--- src/rtl/debouncer_pkg.sv ---
// Shared types and constants for the button front-end: channel state encoding,
// button bit positions and default timing for a 25 MHz clock.
package debouncer_pkg;

  typedef enum logic [1:0] {
    SUELTO      = 2'd0,
    ESPERA_PRES = 2'd1,
    PRESIONADO  = 2'd2,
    ESPERA_SOLT = 2'd3
  } estado_t;

  localparam int BTN_ARRIBA = 0;
  localparam int BTN_ABAJO  = 1;
  localparam int BTN_IZQ    = 2;
  localparam int BTN_DER    = 3;
  localparam int BTN_ELIGE  = 4;

  localparam int N_BOTONES_DEF      = 5;
  localparam int CICLOS_ESTABLE_DEF = 250000;    // 10 ms
  localparam int CNT_W_DEF          = 18;
  localparam int RETARDO_REP_DEF    = 12500000;  // 0.5 s
  localparam int PERIODO_REP_DEF    = 2500000;   // 0.1 s

  function automatic int max2(input int a, input int b);
    return (a > b) ? a : b;
  endfunction

endpackage

--- src/rtl/debouncer_botones_if.sv ---
// Button bundle between the board pins and the game controller:
// raw inputs one way, debounced levels and press pulses the other.
interface debouncer_botones_if #(
  parameter int N_BOTONES = 5
);
  logic [N_BOTONES-1:0] boton_in;
  logic [N_BOTONES-1:0] boton_nivel;
  logic [N_BOTONES-1:0] boton_pulso;

  modport master (output boton_in, input boton_nivel, input boton_pulso);
  modport slave  (input boton_in, output boton_nivel, output boton_pulso);
endinterface

--- src/rtl/debouncer_canal.sv ---
// One button channel: 2-FF synchronizer, counter debounce FSM, registered level and pulse.
// Optional auto-repeat while held is enabled by defining REPETICION_EN.
module debouncer_canal
  import debouncer_pkg::*;
#(
  parameter int CICLOS_ESTABLE = CICLOS_ESTABLE_DEF,
  parameter int CNT_W          = CNT_W_DEF,
  parameter int RETARDO_REP    = RETARDO_REP_DEF,
  parameter int PERIODO_REP    = PERIODO_REP_DEF
) (
  input  logic clk,
  input  logic rst_n,
  input  logic boton_in,
  output logic nivel,
  output logic pulso
);

  if (CNT_W < $clog2(CICLOS_ESTABLE + 1) || CICLOS_ESTABLE < 2 ||
      RETARDO_REP < 1 || PERIODO_REP < 1) begin : g_param_check
    $error("debouncer_canal: invalid timing parameters");
  end

  logic [1:0]       sync_reg;
  logic             boton_s;
  estado_t          estado_reg;
  logic [CNT_W-1:0] cnt_reg;
  logic [CNT_W-1:0] cnt_inc;
  logic             cnt_fin;
  logic             nivel_reg;
  logic             pulso_reg;

  always_ff @(posedge clk or negedge rst_n) begin
    if (!rst_n) begin
      sync_reg <= 2'b00;
    end else begin
      sync_reg <= {sync_reg[0], boton_in};
    end
  end

  assign boton_s = sync_reg[1];
  assign cnt_inc = cnt_reg + CNT_W'(1);
  // The sample that moves into a waiting state is the first stable one,
  // so acceptance comes on the CICLOS_ESTABLE-th consecutive stable sample.
  assign cnt_fin = (cnt_inc >= CNT_W'(CICLOS_ESTABLE - 1));

`ifdef REPETICION_EN
  localparam int REP_W = $clog2(max2(RETARDO_REP, PERIODO_REP) + 1);

  logic [REP_W-1:0] rep_cnt_reg;
  logic [REP_W-1:0] rep_inc;
  logic [REP_W-1:0] rep_obj;
  logic             rep_fase_reg;   // 0: waiting initial delay, 1: periodic repeats

  assign rep_inc = rep_cnt_reg + REP_W'(1);
  assign rep_obj = rep_fase_reg ? REP_W'(PERIODO_REP) : REP_W'(RETARDO_REP);
`endif

  always_ff @(posedge clk or negedge rst_n) begin
    if (!rst_n) begin
      estado_reg   <= SUELTO;
      cnt_reg      <= '0;
      nivel_reg    <= 1'b0;
      pulso_reg    <= 1'b0;
`ifdef REPETICION_EN
      rep_cnt_reg  <= '0;
      rep_fase_reg <= 1'b0;
`endif
    end else begin
      pulso_reg <= 1'b0;
      case (estado_reg)
        SUELTO: begin
          if (boton_s) begin
            estado_reg <= ESPERA_PRES;
            cnt_reg    <= '0;
          end
        end
        ESPERA_PRES: begin
          if (!boton_s) begin
            estado_reg <= SUELTO;
            cnt_reg    <= '0;
          end else if (cnt_fin) begin
            estado_reg <= PRESIONADO;
            cnt_reg    <= '0;
            nivel_reg  <= 1'b1;
            pulso_reg  <= 1'b1;
`ifdef REPETICION_EN
            rep_cnt_reg  <= '0;
            rep_fase_reg <= 1'b0;
`endif
          end else begin
            cnt_reg <= cnt_inc;
          end
        end
        PRESIONADO: begin
          if (!boton_s) begin
            estado_reg <= ESPERA_SOLT;
            cnt_reg    <= '0;
`ifdef REPETICION_EN
            rep_cnt_reg  <= '0;
            rep_fase_reg <= 1'b0;
          end else if (rep_inc >= rep_obj) begin
            pulso_reg    <= 1'b1;
            rep_cnt_reg  <= '0;
            rep_fase_reg <= 1'b1;
          end else begin
            rep_cnt_reg <= rep_inc;
`endif
          end
        end
        ESPERA_SOLT: begin
          if (boton_s) begin
            // Bounce back to held: no pulse, repeat timing starts over
            estado_reg <= PRESIONADO;
            cnt_reg    <= '0;
`ifdef REPETICION_EN
            rep_cnt_reg  <= '0;
            rep_fase_reg <= 1'b0;
`endif
          end else if (cnt_fin) begin
            estado_reg <= SUELTO;
            cnt_reg    <= '0;
            nivel_reg  <= 1'b0;
          end else begin
            cnt_reg <= cnt_inc;
          end
        end
        default: begin
          estado_reg <= SUELTO;
          cnt_reg    <= '0;
          nivel_reg  <= 1'b0;
        end
      endcase
    end
  end

  assign nivel = nivel_reg;
  assign pulso = pulso_reg;

endmodule

--- src/rtl/debouncer_botones.sv ---
// Five-button debounce front-end for the tic-tac-toe controller: one independent
// debouncer_canal per button. Auto-repeat is built when REPETICION_EN is defined.
module debouncer_botones
  import debouncer_pkg::*;
#(
  parameter int N_BOTONES      = N_BOTONES_DEF,
  parameter int CICLOS_ESTABLE = CICLOS_ESTABLE_DEF,
  parameter int CNT_W          = CNT_W_DEF,
  parameter int RETARDO_REP    = RETARDO_REP_DEF,
  parameter int PERIODO_REP    = PERIODO_REP_DEF
) (
  input  logic                clk,
  input  logic                rst_n,
  debouncer_botones_if.slave  bus
);

  logic [N_BOTONES-1:0] nivel_w;
  logic [N_BOTONES-1:0] pulso_w;

  for (genvar gi = 0; gi < N_BOTONES; gi++) begin : g_canal
    debouncer_canal #(
      .CICLOS_ESTABLE (CICLOS_ESTABLE),
      .CNT_W          (CNT_W),
      .RETARDO_REP    (RETARDO_REP),
      .PERIODO_REP    (PERIODO_REP)
    ) u_canal (
      .clk      (clk),
      .rst_n    (rst_n),
      .boton_in (bus.boton_in[gi]),
      .nivel    (nivel_w[gi]),
      .pulso    (pulso_w[gi])
    );
  end

  assign bus.boton_nivel = nivel_w;
  assign bus.boton_pulso = pulso_w;

endmodule
--- src/flat_wrapper.sv ---
// flat-port wrapper written by rule: the top's interface ports become plain ports
module debouncer_botones_flat import debouncer_pkg::*;
#(
  parameter int N_BOTONES      = N_BOTONES_DEF,
  parameter int CICLOS_ESTABLE = CICLOS_ESTABLE_DEF,
  parameter int CNT_W          = CNT_W_DEF,
  parameter int RETARDO_REP    = RETARDO_REP_DEF,
  parameter int PERIODO_REP    = PERIODO_REP_DEF
)
  (clk, rst_n, bus_boton_in, bus_boton_nivel, bus_boton_pulso);
  debouncer_botones_if #(.N_BOTONES(N_BOTONES)) bus_i ();
  input  logic clk;
  input  logic rst_n;
  input wire logic [$bits(bus_i.boton_in)-1:0] bus_boton_in;
  output wire logic [$bits(bus_i.boton_nivel)-1:0] bus_boton_nivel;
  output wire logic [$bits(bus_i.boton_pulso)-1:0] bus_boton_pulso;
  assign bus_i.boton_in = bus_boton_in;
  assign bus_boton_nivel = bus_i.boton_nivel;
  assign bus_boton_pulso = bus_i.boton_pulso;
  debouncer_botones #(.N_BOTONES(N_BOTONES), .CICLOS_ESTABLE(CICLOS_ESTABLE), .CNT_W(CNT_W), .RETARDO_REP(RETARDO_REP), .PERIODO_REP(PERIODO_REP)) u_core (.clk(clk), .rst_n(rst_n), .bus(bus_i));
endmodule
--- config.mk ---
export PLATFORM = sky130hd
export DESIGN_NAME = debouncer_botones_flat
export DESIGN_NICKNAME = d
export VERILOG_FILES = /design/src/rtl/debouncer_pkg.sv /design/src/rtl/debouncer_botones_if.sv /design/src/rtl/debouncer_canal.sv /design/src/rtl/debouncer_botones.sv /design/src/flat_wrapper.sv
export SDC_FILE = /design/constraint.sdc
export NUM_CORES = 1
export LEC_CHECK = 0
export BUFFER_PORTS_ARGS = -buffer_cell sky130_fd_sc_hd__buf_4
export CORE_MARGIN = 2
export CORE_UTILIZATION = 50
export CTS_BUF_LIST = sky130_fd_sc_hd__clkbuf_8
export CTS_CLUSTER_DIAMETER = 40
export CTS_CLUSTER_SIZE = 40
export DETAILED_ROUTE_END_ITERATION = 7
export PLACE_DENSITY = 0.71
export SLEW_MARGIN = 20
export SYNTH_ARGS = -nofsm -noshare
export SYNTH_HDL_FRONTEND = slang
export SYNTH_SLANG_ARGS = --single-unit
--- constraint.sdc ---
create_clock -name clk -period 2.8 [get_ports clk]
set_input_delay 0 -clock clk [delete_from_list [all_inputs] [get_ports clk]]
set_output_delay 0 -clock clk [all_outputs]
set_load 0.01 [all_outputs]
==> results.py, run 1 <==
metrics = {
    "floorplan": {
        "fp-row-count": 44,
        "die_area_mm2": 0.0161,
        "chipWidth_um": 127,
        "io_pins": 17,
        "floorplan.core_area_mm2": 0.0146,
        "start_util_pct": 51.5,
        "fp.dieH_um": 127,
    },
    "critical_path": {
        "cpPeakStageDelay_ns": 0.54,
        "critical_path_required_ns": 3.17,
        "critPathSlowestCell": "dfrtp_1",
        "rr_startpoint": "u_core.g_canal[2].u_canal.cnt_reg[4]",
        "worstSetupPathType": "flip-flop to flip-flop",
        "end_kind": "flip-flop",
        "path_cells": "nand4_1 -> or4_1 -> nand3_1 -> o311ai_1 -> a2111oi_4 -> o21bai_4 -> buf_12 -> or3_1 -> o211ai_1",
        "critical_path_arrival_ns": 3.12,
        "r2r_cells": 9,
        "crit_path_start_kind": "flip-flop",
        "path_max_fanout": 11,
        "timing.reg2reg.setup_slack_ns": 0.05,
        "r2r_end": "u_core.g_canal[2].u_canal.cnt_reg[4]",
    },
    "power": {
        "ir_drop_mv": 0.294,
        "power_density_mw_per_mm2": 423,
        "p_leak_uw": 0.00381,
    },
    "detailed_routing": {
        "routedWlPerCell_um": 14.6,
        "drtAntennaViolNets": 0,
        "drt_iter0_drc": 540,
        "routed_wl_um": 16500,
        "first_pass_iters": 5,
        "drc": 0,
        "viasPerCell": 5.88,
        "via_count": 6650,
    },
    "placement": {
        "place_ws_ns": 0.0527,
        "dp_hpwl_um": 11200,
        "io_buffer_count": 16,
        "finalWeightedCongestion": 0.877,
    },
    "timing": {
        "setup_violations": 0,
        "timing.final.hold_violations": 0,
        "fin_crit_ns": 2.75,
        "skew_ns": 0.00809,
        "fin_crit_sh_pct": 98.3,
        "tightest_slew_ns": 0.906,
        "whs_ns": 0.0953,
        "relSlewSlack_pct": 39.4,
        "fmax_mhz": 363,
        "drv_slew": 0,
        "fin_ws_ns": 0.0484,
    },
    "clock_tree": {
        "clkTransAtPathRegs_ns": 0.07,
        "clock-sinks": 120,
        "cts_root_buffer": "clkbuf_8",
        "htreeDepth": 4,
        "cts_tree": "yes",
        "cts_buffer_depth": 2,
        "worst_skew_pair.late_latency_ns": 0.45,
        "numCtsBuffers": 17,
    },
    "finish": {
        "nets": 950,
        "regArea_mm2": 0.00301,
        "antenna_cells": 0,
        "area_delta_synth_final_pct": 15.8,
        "largest_register_ffs": 90,
        "nFillCells": 1269,
        "final_common_cell": "nand2_1",
        "drive_above_1_share_pct": 18.1,
        "final_cell_mix": "nand2_1, dfrtp_1, buf_4",
        "multiInputGateArea_mm2": 0.00418,
    },
    "synthesis": {
        "synth.cell_area_mm2": 0.00754,
        "postSynthCellCount": 875,
        "synth-seq-cells": 120,
        "synth_top_flop_cell": "dfrtp_1",
        "ys_types": 82,
        "ys_seq_area_share_pct": 39.8,
        "async_reset_ff_share_pct": 100,
        "syn-num-nets": 892,
        "syn-mean-instance-area_um2": 8.61,
        "synth_edf_count": 0,
        "yosysWarningCount": 0,
    },
    "global_routing": {
        "grt_pass1_vias": 6034,
        "grt_usage_pct": 21.1,
        "antenna_found_initial": 0,
        "grt_max_degree": 60,
        "grt_pass1_wl_um": 28100,
        "gr-total-overflow": 0,
    },
    "status": {
        "outcome": "finished, final reports clean",
    },
    "flow_run": {
        "max_cap_violations": 0,
    },
    "worst_hold_path": {
        "holdCritPathClass": "input pin to async pin",
    },
}
==> metrics by stage <==
| step | instances | cell area (µm²) | TNS, ns | power (µW) | util, % |
|---|---|---|---|---|---|
| after floorplan | 875 | 7540 | 0 | 1950 | - |
| after global placement | 1091 | 8140 | 0 | 2060 | 55.6 |
| after detailed placement | 1091 | 8140 | 0 | 2060 | 55.6 |
| after CTS | 1130 | 8630 | 0 | 3720 | 58.9 |
| after global routing | 1130 | 8730 | -0.0807 | 3840 | 59.6 |
| final | 1130 | 8730 | 0 | 3690 | 59.6 |
==> how the worst max path moves through the flow <==
stage	slack, ns	to	from	depth (start not counted)
floorplan	0.11	u_core.g_canal[2].u_canal.cnt_reg[10]	u_core.g_canal[2].u_canal.cnt_reg[0]	11
global route	-0.04	flip-flop	u_core.g_canal[2].u_canal.cnt_reg[4]	10
finish	0.05	u_core.g_canal[2].u_canal.cnt_reg[4]	u_core.g_canal[2].u_canal.cnt_reg[4]	9
CTS	0.02	u_core.g_canal[4].u_canal.cnt_reg[17]	u_core.g_canal[4].u_canal.cnt_reg[0]	8
detailed placement	0.05	u_core.g_canal[4].u_canal.cnt_reg[17]	u_core.g_canal[4].u_canal.cnt_reg[0]	8
global placement	0.1	u_core.g_canal[4].u_canal.cnt_reg[17]	u_core.g_canal[4].u_canal.cnt_reg[1]	9
==> per-layer routing <==
layer | wire (µm) | GRT usage [%] | vias to the layer above
met1 | 7830 | 28.7 | 3181
met5 | 0 | 0 | -
met4 | 220 | 6.79 | 0
met2 | 7830 | 34.3 | 127
met3 | 646 | 3.92 | 21
li1 | - | - | 3321
==> synthesized netlist by cell type, types with 13 or more instances <==
| library cell | n | area share (%) |
|---|---|---|
| a21o_1 | 25 | 2.5 |
| a21oi_1 | 29 | 1.9 |
| a31oi_1 | 16 | 1.3 |
| and2_1 | 14 | 1.2 |
| and3_1 | 13 | 1.1 |
| buf_2 | 28 | 1.9 |
| buf_4 | 17 | 1.7 |
| dfrtp_1 | 120 | 40 |
| inv_1 | 29 | 1.4 |
| nand2_1 | 119 | 5.9 |
| nand3_1 | 48 | 3.2 |
| nand4_1 | 20 | 1.7 |
| nor2_1 | 50 | 2.5 |
| nor3_1 | 30 | 2.0 |
| nor4_1 | 18 | 1.5 |
| o21ai_0 | 73 | 4.8 |
| or3_1 | 17 | 1.4 |
| xnor2_1 | 14 | 1.6 |
==> where the power goes <==
part	switching [µW]	total, µW	internal, µW
sequential	34.8	1800	1760
clock	684	1650	969
combinational	150	244	93.7
total	868	3690	2820
==> cell families (layout without fill, tap and decap cells) <==
logic type      Yosys count  after routing  synth area share [%]
xor+xnor                 25             25                  2.91
flops                   120            120                  39.8
mux                       7              7                 0.980
buf+inv                  86            157                  5.79
fa+ha+maj                12             12                  1.93
compound gates          233            233                  21.3
simple gates            392            392                  27.3
==> worst max-delay path: cells and delay by family, from the launching register on <==
family	cells	cell delay, ns
and+or+nand+nor	4	1.16
DFF	1	0.54
buffers and inverters	1	0.16
AOI/OAI and AO/OA	4	0.81
==> layout make-up <==
class / count / area share, %
inverters: 29 / 1.25
clock inverters: 14 / 1.91
clock buffers: 18 / 2.84
well taps: 184 / 2.64
flip-flops and latches: 120 / 34.5
multi-input cells: 669 / 47.9
repair buffers: 96 / 8.98
==> what timing repair did <==
action / in CTS / in global routing
resized for setup: 0 / 27
setup buffers: 0 / 0
hold buffers: 7 / 0
endpoints found under the setup margin: 0 / 68
hold endpoints to repair: 125 / 0
Note: power is estimated with default switching activity, not from simulation.
==> inputs of run 2 (changes only) <==
- PLACE_DENSITY: 0.71 -> 0.68
- clock period: 2.8 -> 3 ns (I/O delays scaled with it)
==> results.py, run 2 (synthesis gave the netlist of run 1 again) <==
metrics = {
    "global_routing": {
        "grt_pass1_wl_um": 28200,
        "grt_usage_pct": 21.1,
        "gr-total-overflow": 0,
        "grt_max_degree": 54,
        "antenna_found_initial": 0,
        "grt_pass1_vias": 6191,
    },
    "finish": {
        "nets": 913,
        "nFillCells": 1258,
        "largest_register_ffs": 90,
        "antenna_cells": 0,
        "final_cells": 1093,
        "fin_area_mm2": 0.00838,
        "final_cell_mix": "nand2_1, dfrtp_1, o21ai_0",
        "area_delta_synth_final_pct": 11.2,
        "drive_above_1_share_pct": 14.2,
    },
    "timing": {
        "fin_crit_sh_pct": 96.4,
        "relSlewSlack_pct": 32.1,
        "tightest_slew_ns": 1.01,
        "fin_crit_ns": 2.89,
        "setup_violations": 0,
        "fmax_mhz": 346,
        "timing.final.hold_violations": 0,
        "drv_slew": 0,
        "skew_ns": 0.0151,
        "finalSetupTns_ns": 0,
        "whs_ns": 0.136,
    },
    "clock_tree": {
        "worst_skew_pair.late_latency_ns": 0.45,
        "numCtsBuffers": 17,
        "clkTransAtPathRegs_ns": 0.08,
        "clock-sinks": 120,
        "cts_root_buffer": "clkbuf_8",
        "cts_tree": "yes",
        "cts_buffer_depth": 2,
        "htreeDepth": 4,
        "cts_setup_buffers": 0,
    },
    "critical_path": {
        "path_max_fanout": 16,
        "worstSetupPathType": "flip-flop to flip-flop",
        "critical_path_arrival_ns": 3.25,
        "end_kind": "flip-flop",
        "crit_path_start_kind": "flip-flop",
        "critical_path_required_ns": 3.36,
    },
    "status": {
        "outcome": "finished, final reports clean",
    },
    "detailed_routing": {
        "routedWlPerCell_um": 15.1,
        "via_count": 6624,
        "routed_wl_um": 16500,
        "first_pass_iters": 5,
        "drc": 0,
        "drtAntennaViolNets": 0,
        "viasPerCell": 6.06,
        "drt_iter0_drc": 440,
    },
    "power": {
        "power_density_mw_per_mm2": 409,
        "finalPower_uw": 3430,
        "ir_drop_mv": 0.230,
        "p_leak_uw": 0.00362,
    },
    "placement": {
        "io_buffer_count": 16,
        "dp_hpwl_um": 11400,
        "placed_area_mm2": 0.00785,
        "finalWeightedCongestion": 0.902,
        "placed_cells": 1055,
    },
    "floorplan": {
        "io_pins": 17,
        "fp.dieH_um": 127,
        "start_util_pct": 51.5,
        "floorplan.core_area_mm2": 0.0146,
        "die_area_mm2": 0.0161,
        "chipWidth_um": 127,
        "fp-row-count": 44,
    },
    "worst_hold_path": {
        "holdCritPathClass": "input pin to async pin",
    },
    "flow_run": {
        "max_cap_violations": 0,
    },
}
## run 2: cell count changes in the layout (fill, tap and decap cells not counted), moves of 3 or more
cell / before / now
ha_2: 3 / 0
inv_1: 34 / 30
ha_1: 6 / 10
dfrtp_2: 4 / 1
buf_4: 84 / 52
clkinv_4: 0 / 3
dfrtp_1: 116 / 119
## run 2: power breakdown
part	internal, µW	total [µW]	switching, µW	leakage (µW)
Clock	885	1550	663	0.000224
Sequential	1640	1680	33.8	0.00163
Combinational	71.6	206	134	0.00176
Total	2600	3430	831	0.00362
## run 2: critical path, stage by stage, from the launching register on
cell and delay (ns):
dfrtp_2 0.45, ha_1 0.29, nand2_1 0.25, o21ai_0 0.11, o311ai_0 0.32, o311ai_1 0.16, o311a_1 0.42, or2_4 0.35
or3_1 0.37, o21ai_1 0.10
## run 2: worst paths after layout
| path | startpoint | end | slack [ns] | depth (start not counted) |
|---|---|---|---|---|
| max reg2reg | u_core.g_canal[4].u_canal.cnt_reg[0] | u_core.g_canal[4].u_canal.cnt_reg[4] | 0.11 | 9 |
| min | rst_n | u_core.g_canal[1].u_canal.cnt_reg[14] | 0.14 | 2 |
| min reg2reg | u_core.g_canal[2].u_canal.sync_reg[0] | u_core.g_canal[2].u_canal.sync_reg[1] | 0.35 | 0 |
| min in group clk | bus_boton_in[1] | u_core.g_canal[1].u_canal.sync_reg[0] | 0.20 | 2 |
| max in group asynchronous | rst_n | u_core.g_canal[3].u_canal.cnt_reg[10] | 2.14 | 3 |
| max | u_core.g_canal[4].u_canal.cnt_reg[0] | u_core.g_canal[4].u_canal.cnt_reg[4] | 0.11 | 9 |
## run 2: area by class of cell
class | instances | area [µm²] | area share [%]
multi-input combinational | 669 | 4140 | 49.4
timing repair buffer | 59 | 470 | 5.61
sequential | 120 | 3000 | 35.9
clock inverter | 12 | 149 | 1.78
tap | 184 | 230 | 2.75
clock buffer | 20 | 275 | 3.29
inverter | 29 | 109 | 1.30
## run 2: per-layer routing
layer  GRT usage (%)  part of all wire (%)
met5               0                     0
met4            8.08                   1.7
met3            4.09                   3.7
met2            36.1                    49
met1            26.6                    46
## run 2: stage by stage
step | util, % | worst slack (ns)
after floorplan | - | 0.307
after global placement | 53.6 | 0.125
after detailed placement | 53.6 | -0.0468
after CTS | 57.0 | 0.104
after global routing | 57.2 | -0.0000200
final | 57.2 | 0.109
## run 2: what timing repair did
action / CTS / global route
hold endpoints to repair: 55 / 0
hold buffers: 6 / 0
resized for setup: 4 / 8
gates cloned: 0 / 0
endpoints found under the setup margin: 3 / 32
pin swaps: 0 / 1
